### src/rtl/halt_drain_unit_pkg.sv
// ------------------------------------------------------------------
// halt_drain_unit_pkg : shared pipeline types and opcode constants
// Revision: 1.0
// ------------------------------------------------------------------
`default_nettype none

package halt_drain_unit_pkg;

  typedef enum logic [1:0] {
    HD_RUN    = 2'd0,
    HD_DRAIN  = 2'd1,
    HD_HALTED = 2'd2
  } hd_state_t;

  // Shared with the decoder so both agree on the HALT encoding
  localparam logic [6:0] OPC_HALT = 7'b1111111;

endpackage

`default_nettype wire

### src/rtl/halt_drain_unit_if.sv
// ------------------------------------------------------------------
// halt_drain_unit_if : pipeline control bundle between ID/EX and the halt unit
// Revision: 1.0
// ------------------------------------------------------------------
`default_nettype none

interface halt_drain_unit_if #(
  parameter int CNT_W = 32
);
  logic             id_valid;
  logic             id_halt;
  logic             ex_branch_taken;
  logic             resume;
  logic             pc_stall;
  logic             if_id_stall;
  logic             if_id_flush;
  logic             id_ex_bubble;
  logic             draining;
  logic             halted;
  logic [CNT_W-1:0] halt_cycles;

  modport master (
    output id_valid, id_halt, ex_branch_taken, resume,
    input  pc_stall, if_id_stall, if_id_flush, id_ex_bubble,
           draining, halted, halt_cycles
  );

  modport slave (
    input  id_valid, id_halt, ex_branch_taken, resume,
    output pc_stall, if_id_stall, if_id_flush, id_ex_bubble,
           draining, halted, halt_cycles
  );
endinterface

`default_nettype wire

### src/rtl/halt_drain_unit_sat_counter.sv
// ------------------------------------------------------------------
// sat_counter : up-counter with synchronous clear that sticks at all-ones
// Revision: 1.0
// ------------------------------------------------------------------
`default_nettype none

module sat_counter #(
  parameter int W = 32
) (
  input  wire          clk,
  input  wire          reset_n,
  input  wire          clear,
  input  wire          enable,
  output logic [W-1:0] count
);

  always_ff @(posedge clk or negedge reset_n) begin
    if (!reset_n) begin
      count <= '0;
    end else if (clear) begin
      count <= '0;
    end else if (enable && (count != '1)) begin
      count <= count + W'(1);
    end
  end

endmodule

`default_nettype wire

### src/rtl/halt_drain_unit.sv
// ------------------------------------------------------------------
// halt_drain_unit : freezes fetch on HALT in ID, drains EX/MEM/WB, reports halted
// Revision: 1.0
// ------------------------------------------------------------------
`default_nettype none

module halt_drain_unit
  import halt_drain_unit_pkg::*;
#(
  parameter int DRAIN_CYCLES = 3,
  parameter int CNT_W        = 32
) (
  input  wire               clk,
  input  wire               reset_n,
  halt_drain_unit_if.slave  bus
);

  localparam int             DCW        = $clog2(DRAIN_CYCLES) + 1;
  localparam logic [DCW-1:0] DRAIN_INIT = DCW'(DRAIN_CYCLES - 1);

  hd_state_t      state;
  hd_state_t      state_nxt;
  logic [DCW-1:0] drain_cnt;
  logic [DCW-1:0] drain_nxt;
  logic           detect;
  logic           enter_halted;

  // Gating with reset_n keeps the Mealy outputs quiet while reset is held
  assign detect       = reset_n & bus.id_valid & bus.id_halt & ~bus.ex_branch_taken;
  assign enter_halted = (state == HD_DRAIN) && (drain_cnt == '0);

  always_ff @(posedge clk or negedge reset_n) begin
    if (!reset_n) begin
      state     <= HD_RUN;
      drain_cnt <= '0;
    end else begin
      state     <= state_nxt;
      drain_cnt <= drain_nxt;
    end
  end

  always_comb begin
    state_nxt = state;
    drain_nxt = drain_cnt;
    case (state)
      HD_RUN: begin
        if (detect) begin
          state_nxt = HD_DRAIN;
          drain_nxt = DRAIN_INIT;
        end
      end
      HD_DRAIN: begin
        if (drain_cnt == '0) begin
          state_nxt = HD_HALTED;
        end else begin
          drain_nxt = drain_cnt - DCW'(1);
        end
      end
      HD_HALTED: begin
        if (bus.resume) begin
          state_nxt = HD_RUN;
        end
      end
      default: begin
        state_nxt = HD_RUN;
        drain_nxt = '0;
      end
    endcase
  end

  always_comb begin
    bus.pc_stall     = 1'b0;
    bus.if_id_stall  = 1'b0;
    bus.if_id_flush  = 1'b0;
    bus.id_ex_bubble = 1'b0;
    bus.draining     = 1'b0;
    bus.halted       = 1'b0;
    case (state)
      HD_RUN: begin
        if (detect) begin
          bus.pc_stall     = 1'b1;
          bus.if_id_stall  = 1'b1;
          bus.id_ex_bubble = 1'b1;
        end
      end
      HD_DRAIN: begin
        bus.pc_stall     = 1'b1;
        bus.if_id_stall  = 1'b1;
        bus.id_ex_bubble = 1'b1;
        bus.draining     = 1'b1;
      end
      HD_HALTED: begin
        bus.halted       = 1'b1;
        bus.id_ex_bubble = 1'b1;
        // Resume releases fetch and discards the HALT word still sitting in IF/ID
        if (bus.resume) begin
          bus.if_id_flush = 1'b1;
        end else begin
          bus.pc_stall    = 1'b1;
          bus.if_id_stall = 1'b1;
        end
      end
      default: begin
        bus.pc_stall = 1'b0;
      end
    endcase
  end

  sat_counter #(
    .W (CNT_W)
  ) u_halt_cnt (
    .clk     (clk),
    .reset_n (reset_n),
    .clear   (enter_halted),
    .enable  (state == HD_HALTED),
    .count   (bus.halt_cycles)
  );

endmodule

`default_nettype wire

### src/flat_wrapper.sv
// flat-port wrapper written by rule: the top's interface ports become plain ports
module halt_drain_unit_flat import halt_drain_unit_pkg::*;
#(
  parameter int DRAIN_CYCLES = 3,
  parameter int CNT_W        = 32
)
  (clk, reset_n, bus_id_valid, bus_id_halt, bus_ex_branch_taken, bus_resume, bus_pc_stall, bus_if_id_stall, bus_if_id_flush, bus_id_ex_bubble, bus_draining, bus_halted, bus_halt_cycles);
  halt_drain_unit_if #(.CNT_W(CNT_W)) bus_i ();
  input  wire clk;
  input  wire reset_n;
  input wire logic [$bits(bus_i.id_valid)-1:0] bus_id_valid;
  input wire logic [$bits(bus_i.id_halt)-1:0] bus_id_halt;
  input wire logic [$bits(bus_i.ex_branch_taken)-1:0] bus_ex_branch_taken;
  input wire logic [$bits(bus_i.resume)-1:0] bus_resume;
  output wire logic [$bits(bus_i.pc_stall)-1:0] bus_pc_stall;
  output wire logic [$bits(bus_i.if_id_stall)-1:0] bus_if_id_stall;
  output wire logic [$bits(bus_i.if_id_flush)-1:0] bus_if_id_flush;
  output wire logic [$bits(bus_i.id_ex_bubble)-1:0] bus_id_ex_bubble;
  output wire logic [$bits(bus_i.draining)-1:0] bus_draining;
  output wire logic [$bits(bus_i.halted)-1:0] bus_halted;
  output wire logic [$bits(bus_i.halt_cycles)-1:0] bus_halt_cycles;
  assign bus_i.id_valid = bus_id_valid;
  assign bus_i.id_halt = bus_id_halt;
  assign bus_i.ex_branch_taken = bus_ex_branch_taken;
  assign bus_i.resume = bus_resume;
  assign bus_pc_stall = bus_i.pc_stall;
  assign bus_if_id_stall = bus_i.if_id_stall;
  assign bus_if_id_flush = bus_i.if_id_flush;
  assign bus_id_ex_bubble = bus_i.id_ex_bubble;
  assign bus_draining = bus_i.draining;
  assign bus_halted = bus_i.halted;
  assign bus_halt_cycles = bus_i.halt_cycles;
  halt_drain_unit #(.DRAIN_CYCLES(DRAIN_CYCLES), .CNT_W(CNT_W)) u_core (.clk(clk), .reset_n(reset_n), .bus(bus_i));
endmodule
### config.mk
export PLATFORM = sky130hd
export DESIGN_NAME = halt_drain_unit_flat
export DESIGN_NICKNAME = d
export VERILOG_FILES = /design/src/rtl/halt_drain_unit_pkg.sv /design/src/rtl/halt_drain_unit_if.sv /design/src/rtl/halt_drain_unit_sat_counter.sv /design/src/rtl/halt_drain_unit.sv /design/src/flat_wrapper.sv
export SDC_FILE = /design/constraint.sdc
export NUM_CORES = 1
export LEC_CHECK = 0
export ABC_AREA = 1
export CORE_MARGIN = 5
export CORE_UTILIZATION = 52
export DETAILED_ROUTE_END_ITERATION = 7
export PLACE_DENSITY = 0.75
export SYNTH_ARGS = -nofsm -noshare
export SYNTH_HDL_FRONTEND = slang
export SYNTH_HIERARCHICAL = 1
export SYNTH_SLANG_ARGS = --single-unit
### constraint.sdc
create_clock -name clk -period 2.43 [get_ports clk]
set_input_delay 0.729 -clock clk [delete_from_list [all_inputs] [get_ports clk]]
set_output_delay 0.729 -clock clk [all_outputs]
set_load 0.1 [all_outputs]
* Yosys cells after proc, flatten, opt, wreduce, memory -nomap -nowiden
Index checks and enable logic that the tools add are counted.
Operators by class: add/sub/neg operators 2, equality and inequality tests 7, mux-type cells 17, bitwise operators 5, reduce and logical (&&, ||, !) cells 8
Operators by type and width (count):
- $mux 32 | 2
- $add 32x1->32 const B | 1
- $ne 32x32->1 const B | 1
- $pmux 3 s3 | 1
- $mux 1 | 6
- $mux 2 | 3
- $mux 3 | 2
- $ne 2x2->1 const B | 3
- $pmux 2 s3 | 1
- $reduce_and 3->1 | 2
- $and 1x1->1 | 3
- $logic_not 3->1 | 1
- $pmux 1 s3 | 1
- $sub 3x1->3 const B | 1
- $eq 2x1->1 const B | 1
- $eq 2x2->1 const B | 1
- $logic_and 1x1->1 | 2
- $logic_not 2->1 | 1
- $ne 2x1->1 const B | 1
- $not 1->1 | 2
- $pmux 1 s2 | 1
- $reduce_bool 2->1 | 1
- $reduce_or 2->1 | 1
Word-level totals: register bits after elaboration 37, input bits 6, output and inout bits 38, logic and storage cells 42

* Depth between registers and ports, before layout
Gate-level depths: netlist (run 1).
depth after elaboration 5, depth in mapped cells 12, depth with buffers taken out 11

* Modules after synthesis
Netlist (run 1), hierarchy kept.
Modules (own cells, without submodules):
- sat_counter | instances 1, cells an instance 345, area an instance 2243.4 µm², sequential area each 800.8 µm²
- halt_drain_unit | instances 1, cells an instance 60, area an instance 432.9 µm², sequential area each 125.1 µm²

* Worst setup path after synthesis (run 1)
Ideal clock, no wire load.
path kind register to output, start reg u_core.state[0], end out bus_pc_stall, data arrival time 3.743 ns, required time 1.701 ns, setup slack -2.042 ns, cell stages (with the launch flop) 6, buffers on the path 1, cells stage by stage dfrtp_1 > inv_1 > ha_1 > a21oi_1 > a21oi_1 > buf_4
Between the ends: longest elaborated chain between the ends 2, elaborated cells on any way between the ends 4, those cells by class eq/ne: 2; mux: 1; reduce/logical: 1
Ends and longest elaborated chain:
- start: declaration | RTL line halt_drain_unit.sv:21 | hd_state_t state;
- start signal: assignment | RTL line halt_drain_unit.sv:37 | state <= state_nxt;
- $eq 2x2->1, or another cell as far along
- $pmux 1 s3 (*)
- end: declaration | RTL line flat_wrapper.sv:15 | output wire logic [$bits(bus_i.pc_stall)-1:0] bus_pc_stall;
Mark *: on every way between the ends. The rest lies on a longest branch, timed or not.

* Worst setup path in the final report (run 1)
start in bus_id_halt, end out bus_if_id_stall
Between the ends: longest elaborated chain between the ends 4
Ends and longest elaborated chain:
- start: declaration | RTL line flat_wrapper.sv:12 | input wire logic [$bits(bus_i.id_halt)-1:0] bus_id_halt;
- $and 1x1->1 (2 in series) | RTL line halt_drain_unit.sv:29 | assign detect = reset_n & bus.id_valid & bus.id_halt & ~bus.ex_branch_taken;
- $mux 1 | RTL line halt_drain_unit.sv:80 | if (detect) begin
- $pmux 1 s3 | RTL line halt_drain_unit.sv:78 | case (state)
- end: declaration | RTL line flat_wrapper.sv:16 | output wire logic [$bits(bus_i.if_id_stall)-1:0] bus_if_id_stall;
Every way passes these cells.

==> load_flow_metrics.sql, run 1 <==
INSERT INTO impl_metrics (metric_group, metric, value, unit) VALUES
('sta', 'grt_setup_unrepaired', 'false', ''),
('logic_synthesis', 'sequential_to_total_area_share_from_yosys_stat', '0.346', ''),
('logic_synthesis', 'post_synth_and_or_nand_nor_area_fraction', '0.458', ''),
('sta', 'period_minus_slack', '2.37', 'ns'),
('cells_and_area', 'syn2layout_area_growth', '26.0', '%'),
('cells_and_area', 'commonest_non_fill_non_tap_cell_in_the_layout', 'nand2_1', ''),
('sta', 'max_clock_freq', '422', 'MHz'),
('pwr', 'power-per-cell-area', '934', 'nW/um^2'),
('logic_synthesis', 'synth_seq_cells', '37', ''),
('logic_synthesis', 'synthesis.nets', '418', ''),
('route', 'routed-via-count', '2706', ''),
('setup_path', 'timing.critical_path.arrival', '1.64', 'ns'),
('die', 'start_util', '0.531', ''),
('route', 'detail_route.drc_violations', '0', ''),
('logic_synthesis', 'netlist.area_leader.share', '0.346', ''),
('route', 'wirelength', '6840', 'um'),
('placed_design', 'post-place-cells', '515', ''),
('grt', 'grt_first_pass_wirelength', '11400', 'um'),
('pwr', 'max_vdd_drop', '1440', 'uV'),
('logic_synthesis', 'combinational_family_with_the_most_area_after_synthesis', 'simple AND/OR/NAND/NOR gates', ''),
('placed_design', 'port_buffers', '43', ''),
('sta', 'setup_violations', '0', ''),
('die', 'core_region_area', '5040', 'um^2'),
('min_path', 'hold_path_end', 'u_core/drain_cnt[2]', ''),
('setup_path', 'crit_fanout', '2', ''),
('grt', 'grt-ovfl-total', '0', ''),
('cts', 'clk_root_buffer_cell', 'clkbuf_8', ''),
('setup_path', 'worstPathRequired', '1.70', 'ns'),
('logic_synthesis', 'synthDistinctLibCells', '28', ''),
('logic_synthesis', 'post_synth_mux_area_share', '0', ''),
('placed_design', 'dpl.hpwl', '5090', 'um'),
('sta', 'final.period_utilization', '0.975', ''),
('cts', 'numClockSinks', '37', ''),
('route', 'detail_route.vias_per_cell', '5.13', ''),
('sta', 'finalWorstSetupSlack', '0.0596', 'ns'),
('logic_synthesis', 'yosys-top-cells-area', 'dfrtp_1, nand2_1, nor2_1, nand3_1, inv_1', ''),
('logic_synthesis', 'synthesis.instances', '405', ''),
('grt', 'globalRouteTotalUtil', '0.221', ''),
('logic_synthesis', 'synth-compound-area-share', '0.0449', ''),
('route', 'wl_per_cell', '13.0', 'um'),
('cts', 'cts-buffers-inserted', '5', ''),
('min_path', 'hold-path-cell-count', '2', ''),
('setup_path', 'timing.critical_path.to_type', 'primary output', ''),
('die', 'die_width', '81.7', 'um'),
('setup_path', 'r2r.worst_path.cells', '11', ''),
('cells_and_area', 'final_cell_mix', 'nand2_1, nor2_1, buf_4', ''),
('die', 'design.die.area', '6680', 'um^2'),
('cts', 'cts_buffer_depth', '2', ''),
('setup_path', 'startpoint_class', 'input port', ''),
('die', 'number_of_primary_i_o_pins', '44', ''),
('cells_and_area', 'num_antenna_cells', '0', ''),
('cts', 'htree_num_levels', '2', ''),
('run_status', 'status', 'finished clean', ''),
('logic_synthesis', 'syn_avg_cell_area', '6.61', 'um^2'),
('route', 'ant_nets', '0', ''),
('setup_path', 'worst_r2r_startpoint', 'u_core/u_halt_cnt/count[1]', ''),
('grt', 'grt_start_max_net_pins', '38', ''),
('cells_and_area', 'drive_gt1_frac', '0.201', ''),
('die', 'floorplan.die.height', '81.7', 'um'),
('setup_path', 'worst_r2r_endpoint', 'u_core/u_halt_cnt/count[1]', ''),
('route', 'first_pass_iters', '5', ''),
('grt', 'antenna_violations_before_repair', '0', ''),
('cells_and_area', 'instances_no_fill', '528', ''),
('logic_synthesis', 'synthesis.yosys.warnings', '6', ''),
('flow_run', 'timing.max_cap.violations', '0', ''),
('cts', 'clock_insertion_delay_worst_skew', '0.29', 'ns'),
('min_path', 'min-delay-path-class', 'reg2reg', ''),
('logic_synthesis', 'synthXorXnorAreaFrac', '0.0295', ''),
('sta', 'slew_headroom', '0.638', ''),
('sta', 'fin_worst_skew', '0.00909', 'ns'),
('die', 'placement_rows', '26', '');
registers in the layout, indices dropped and copies added (netlist names):
| signal | flops |
|---|---|
| u_core/drain_cnt | 3 |
| u_core/state | 2 |
| u_core/u_halt_cnt/count | 32 |
worst max-delay path: stages:
cell           delay [ns]
dlygate4sd2_1        0.19
inv_1                0.06
nor2_4               0.14
nand3_4              0.10
a21oi_4              0.22
buf_12               0.20
kinds of logic (layout without fill, tap and decap cells):
logic type | count (synthesis) | count (layout)
flops | 37 | 37
simple gates | 275 | 275
fa+ha+maj | 7 | 7
xor+xnor | 9 | 9
buf+inv | 54 | 107
compound gates | 23 | 23
per-layer routing:
| metal | vias up | global-route usage | wire (um) |
|---|---|---|---|
| met5 | - | 0 | 0 |
| met4 | 0 | 0.0831 | 136 |
| met3 | 15 | 0.0461 | 408 |
| met2 | 98 | 0.365 | 3310 |
| met1 | 1227 | 0.284 | 2980 |
| li1 | 1366 | - | - |
repair_timing:
| action | CTS | global route |
|---|---|---|
| setup endpoints to repair | 3 | 3 |
| hold buffers | 0 | 0 |
| buffers inserted | 3 | 2 |
| gates resized for setup | 8 | 3 |
| pin swaps | 4 | 1 |
worst max path at each step:
stage / depth (start not counted) / end / startpoint
after CTS: 5 / bus_if_id_stall / u_core/state[1]
after global placement: 6 / bus_pc_stall / bus_id_halt
after global routing: 6 / bus_if_id_stall / bus_id_halt
after floorplan: 4 / bus_id_ex_bubble / bus_id_halt
after detailed placement: 6 / bus_if_id_stall / bus_id_halt
final: 6 / bus_if_id_stall / bus_id_halt
Yosys cell counts, drive strengths merged:
cell	n
o21bai	1
buf	7
nand3	40
ha	7
clkbuf	2
dfrtp	37
nor2	63
xnor2	4
o21ai	14
nand4	8
nand3b	1
a22oi	1
inv	45
nand2	162
or2	1
a21oi	7
xor2	5
through the flow:
| stage | power (uW) | TNS, ns | hold slack (ns) | instance area (um^2) |
|---|---|---|---|---|
| after global routing | 3310 | 0 | 0.509 | 3370 |
| after detailed placement | 2540 | -0.657 | 0.471 | 3190 |
| final | 3150 | 0 | 0.480 | 3370 |
| after global placement | 2520 | -0.635 | 0.458 | 3190 |
| after CTS | 3140 | 0 | 0.485 | 3340 |
| after floorplan | 2160 | -0.478 | 0.433 | 2730 |
final cells by class:
cell class	count	area, um^2	area share
clock buffer	6	82.6	0.0245
timing repair buffer	54	483	0.143
clock inverter	2	37.5	0.0111
tap	70	87.6	0.0260
multi-input combinational	314	1590	0.471
sequential	37	926	0.275
inverter	45	169	0.0501
power by group:
part	total [uW]	internal (uW)	leakage [uW]	switching [uW]
Clock	569	334	0.0000574	236
Combinational	1830	554	0.00111	1280
Sequential	748	678	0.000509	69.6
Total	3150	1570	0.00167	1580
(Power assumes the default switching activity.)
==> run 2: changes to the inputs <==
--- a/config.mk
+++ b/config.mk
@@ -7,9 +7,9 @@
 export LEC_CHECK = 0
 export ABC_AREA = 1
 export CORE_MARGIN = 5
-export CORE_UTILIZATION = 52
+export CORE_UTILIZATION = 45
 export DETAILED_ROUTE_END_ITERATION = 7
-export PLACE_DENSITY = 0.75
+export PLACE_DENSITY = 0.66
 export SYNTH_ARGS = -nofsm -noshare
 export SYNTH_HDL_FRONTEND = slang
 export SYNTH_HIERARCHICAL = 1
==> load_flow_metrics.sql, run 2 (synthesized netlist as in run 1, its figures left out) <==
INSERT INTO impl_metrics (metric_group, metric, value, unit) VALUES
('sta', 'setup_violations', '0', ''),
('cts', 'cts_tree', 'built', ''),
('grt', 'grt_start_max_net_pins', '38', ''),
('pwr', 'power_report.internal_total', '1470', 'uW'),
('pwr', 'power.share.combinational', '0.604', ''),
('cts', 'cts_buffer_depth', '2', ''),
('pwr', 'power.share.clock', '0.151', ''),
('die', 'start_util', '0.457', ''),
('placed_design', 'port_buffers', '43', ''),
('cells_and_area', 'drive_gt1_frac', '0.201', ''),
('sta', 'period_minus_slack', '2.37', 'ns'),
('setup_path', 'timing.critical_path.arrival', '1.64', 'ns'),
('grt', 'number_of_global_route_vias_before_repair', '2480', ''),
('sta', 'fin_worst_skew', '0.0108', 'ns'),
('setup_path', 'setup.reg_to_reg.worst_slack', '0.43', 'ns'),
('run_status', 'status', 'finished clean', ''),
('grt', 'antenna_violations_before_repair', '0', ''),
('grt', 'globalRouteTotalUtil', '0.198', ''),
('setup_path', 'crit_path_cell_trace', 'dlygate4sd2_1 > inv_1 > nor2_4 > nand3_4 > a21oi_4 > buf_12', ''),
('setup_path', 'worst_r2r_endpoint', 'u_core/u_halt_cnt/count[17]', ''),
('sta', 'slew_headroom', '0.663', ''),
('route', 'wirelength', '7030', 'um'),
('die', 'number_of_primary_i_o_pins', '44', ''),
('cells_and_area', 'syn2layout_area_growth', '25.1', '%'),
('route', 'routed-via-count', '2685', ''),
('cells_and_area', 'final_cell_mix', 'nand2_1, nor2_1, buf_4', ''),
('pwr', 'power-per-cell-area', '911', 'nW/um^2'),
('setup_path', 'launch_point_of_the_worst_path', 'bus_id_halt', ''),
('placed_design', 'dp_slack', '-0.232', 'ns'),
('cells_and_area', 'final_net_count', '469', ''),
('setup_path', 'startpoint_class', 'input port', ''),
('route', 'wl_per_cell', '13.2', 'um'),
('sta', 'timing_worst_slew_pin_value', '0.506', 'ns'),
('cts', 'htree_num_levels', '2', ''),
('cells_and_area', 'postLayoutCoreUtil', '0.572', ''),
('pwr', 'swShare', '0.518', ''),
('placed_design', 'post-place-cells', '521', ''),
('setup_path', 'slowest_delay', '0.22', 'ns'),
('sta', 'finalWorstSetupSlack', '0.0643', 'ns'),
('cells_and_area', 'commonest_non_fill_non_tap_cell_in_the_layout', 'nand2_1', ''),
('setup_path', 'crit_fanout', '2', ''),
('cts', 'clkTransAtPathRegs', '0.07', 'ns'),
('sta', 'max_clock_freq', '423', 'MHz'),
('die', 'floorplan.die.height', '87.1', 'um'),
('flow_run', 'timing.max_cap.violations', '0', ''),
('placed_design', 'dpl.hpwl', '5140', 'um'),
('setup_path', 'r2r.worst_path.cells', '11', ''),
('cts', 'numClockSinks', '37', ''),
('die', 'design.die.area', '7590', 'um^2'),
('setup_path', 'worstPathRequired', '1.70', 'ns'),
('setup_path', 'timing.critical_path.to_type', 'primary output', ''),
('cells_and_area', 'largest_reg_flops', '32', ''),
('pwr', 'seq_power_share', '0.244', ''),
('cells_and_area', 'largest_register', 'u_core/u_halt_cnt/count', ''),
('pwr', 'max_vdd_drop', '1250', 'uV'),
('cells_and_area', 'num_antenna_cells', '0', ''),
('setup_path', 'cp-endpoint', 'bus_if_id_stall', ''),
('setup_path', 'worst_r2r_startpoint', 'u_core/u_halt_cnt/count[1]', ''),
('route', 'detail_route.vias_per_cell', '5.05', ''),
('cts', 'cts-buffers-inserted', '5', ''),
('pwr', 'p_leak', '0.00166', 'uW'),
('route', 'ant_nets', '0', ''),
('grt', 'grt_first_pass_wirelength', '11800', 'um'),
('route', 'detail_route.drc_violations', '0', ''),
('cells_and_area', 'layout_top_registers', 'u_core/u_halt_cnt/count (32), u_core/drain_cnt (3), u_core/state (2)', ''),
('cts', 'clock_insertion_delay_worst_skew', '0.29', 'ns'),
('sta', 'setup-tns-final', '0', 'ns'),
('setup_path', 'startpoint_to_endpoint_class_of_the_critical_path', 'in2out', ''),
('grt', 'grt-ovfl-total', '0', ''),
('sta', 'final.period_utilization', '0.974', ''),
('route', 'drtIter0Drc', '171', ''),
('sta', 'report.final.slew_viol_count', '0', ''),
('placed_design', 'place_congestion', '0.868', ''),
('route', 'first_pass_iters', '4', ''),
('die', 'die_width', '87.1', 'um'),
('cts', 'clk_root_buffer_cell', 'clkbuf_8', ''),
('die', 'placement_rows', '28', ''),
('cells_and_area', 'instances_no_fill', '532', ''),
('setup_path', 'worst_path_max_delay_cell', 'a21oi_4', ''),
('min_path', 'min-delay-path-class', 'reg2reg', ''),
('die', 'core_region_area', '5850', 'um^2'),
('sta', 'grt_setup_unrepaired', 'false', ''),
('pwr', 'power.net_switching', '1580', 'uW'),
('sta', 'timing.final.hold_violations', '0', '');
-- run 2: changes by cell type in the layout (fill, tap and decap cells not counted) --
cell / change
bufinv_16: -1
clkinv_4: +1
inv_1: -1
buf_4: -1
clkinvlp_4: -1
clkinv_2: +1
inv_2: +1
-- run 2: routing by layer --
layer  up-vias  track usage  part of all wire
met5         -            0                 0
met4         0       0.0586            0.0097
met3         6       0.0416             0.046
met2        67        0.317              0.48
met1      1246        0.268              0.46
li1       1366            -                 -
-- run 2: how the worst min path moves through the flow --
stage | startpoint | end | slack [ns] | cells after the start
6_report | u_core/drain_cnt[2] | u_core/drain_cnt[2] | 0.47 | 2
5_1_grt | u_core/drain_cnt[2] | u_core/drain_cnt[2] | 0.53 | 2
4_1_cts | u_core/drain_cnt[2] | u_core/drain_cnt[2] | 0.48 | 2
3_5_place_dp | u_core/drain_cnt[2] | u_core/drain_cnt[2] | 0.46 | 2
3_3_place_gp | u_core/drain_cnt[1] | u_core/drain_cnt[1] | 0.46 | 2
2_1_floorplan | reset_n | u_core/drain_cnt[0] | 0.43 | 0
-- run 2: through the flow --
| step | power, uW | area (um^2) | hold slack [ns] |
|---|---|---|---|
| after floorplan | 2160 | 2730 | 0.433 |
| after global placement | 2550 | 3200 | 0.460 |
| after detailed placement | 2560 | 3200 | 0.459 |
| after CTS | 3050 | 3320 | 0.476 |
| after global routing | 3240 | 3350 | 0.528 |
| final | 3050 | 3350 | 0.473 |
-- run 2: repair_timing --
action	in CTS	in global routing
hold buffers	0	0
pin swaps	5	1
buffers inserted	1	2
gates cloned	0	0
endpoints found under the setup margin	3	3
gates resized for setup	9	3
-- run 2: cell type report --
cell class | instances | area [um^2]
well taps | 75 | 93.8
clock buffers | 6 | 82.6
clock inverters | 2 | 13.8
inverters | 45 | 169
flip-flops and latches | 37 | 926
multi-input cells | 314 | 1590
repair buffers | 53 | 475
fillers | 557 | 2500
-- run 2: power by group through the flow --
stage	Sequential [uW]	Clock (uW)	Combinational [uW]
after global routing	759	506	1980
final	745	461	1840
after floorplan	910	0	1250
after detailed placement	755	0	1800
after global placement	754	0	1790
after CTS	743	479	1820
-- run 2: worst max-delay path, delay by kind of cell --
family,cells,cell delay [ns]
AND/OR/NAND/NOR,2,0.23
buffers and inverters,3,0.44
AO/OA/AOI/OAI,1,0.22
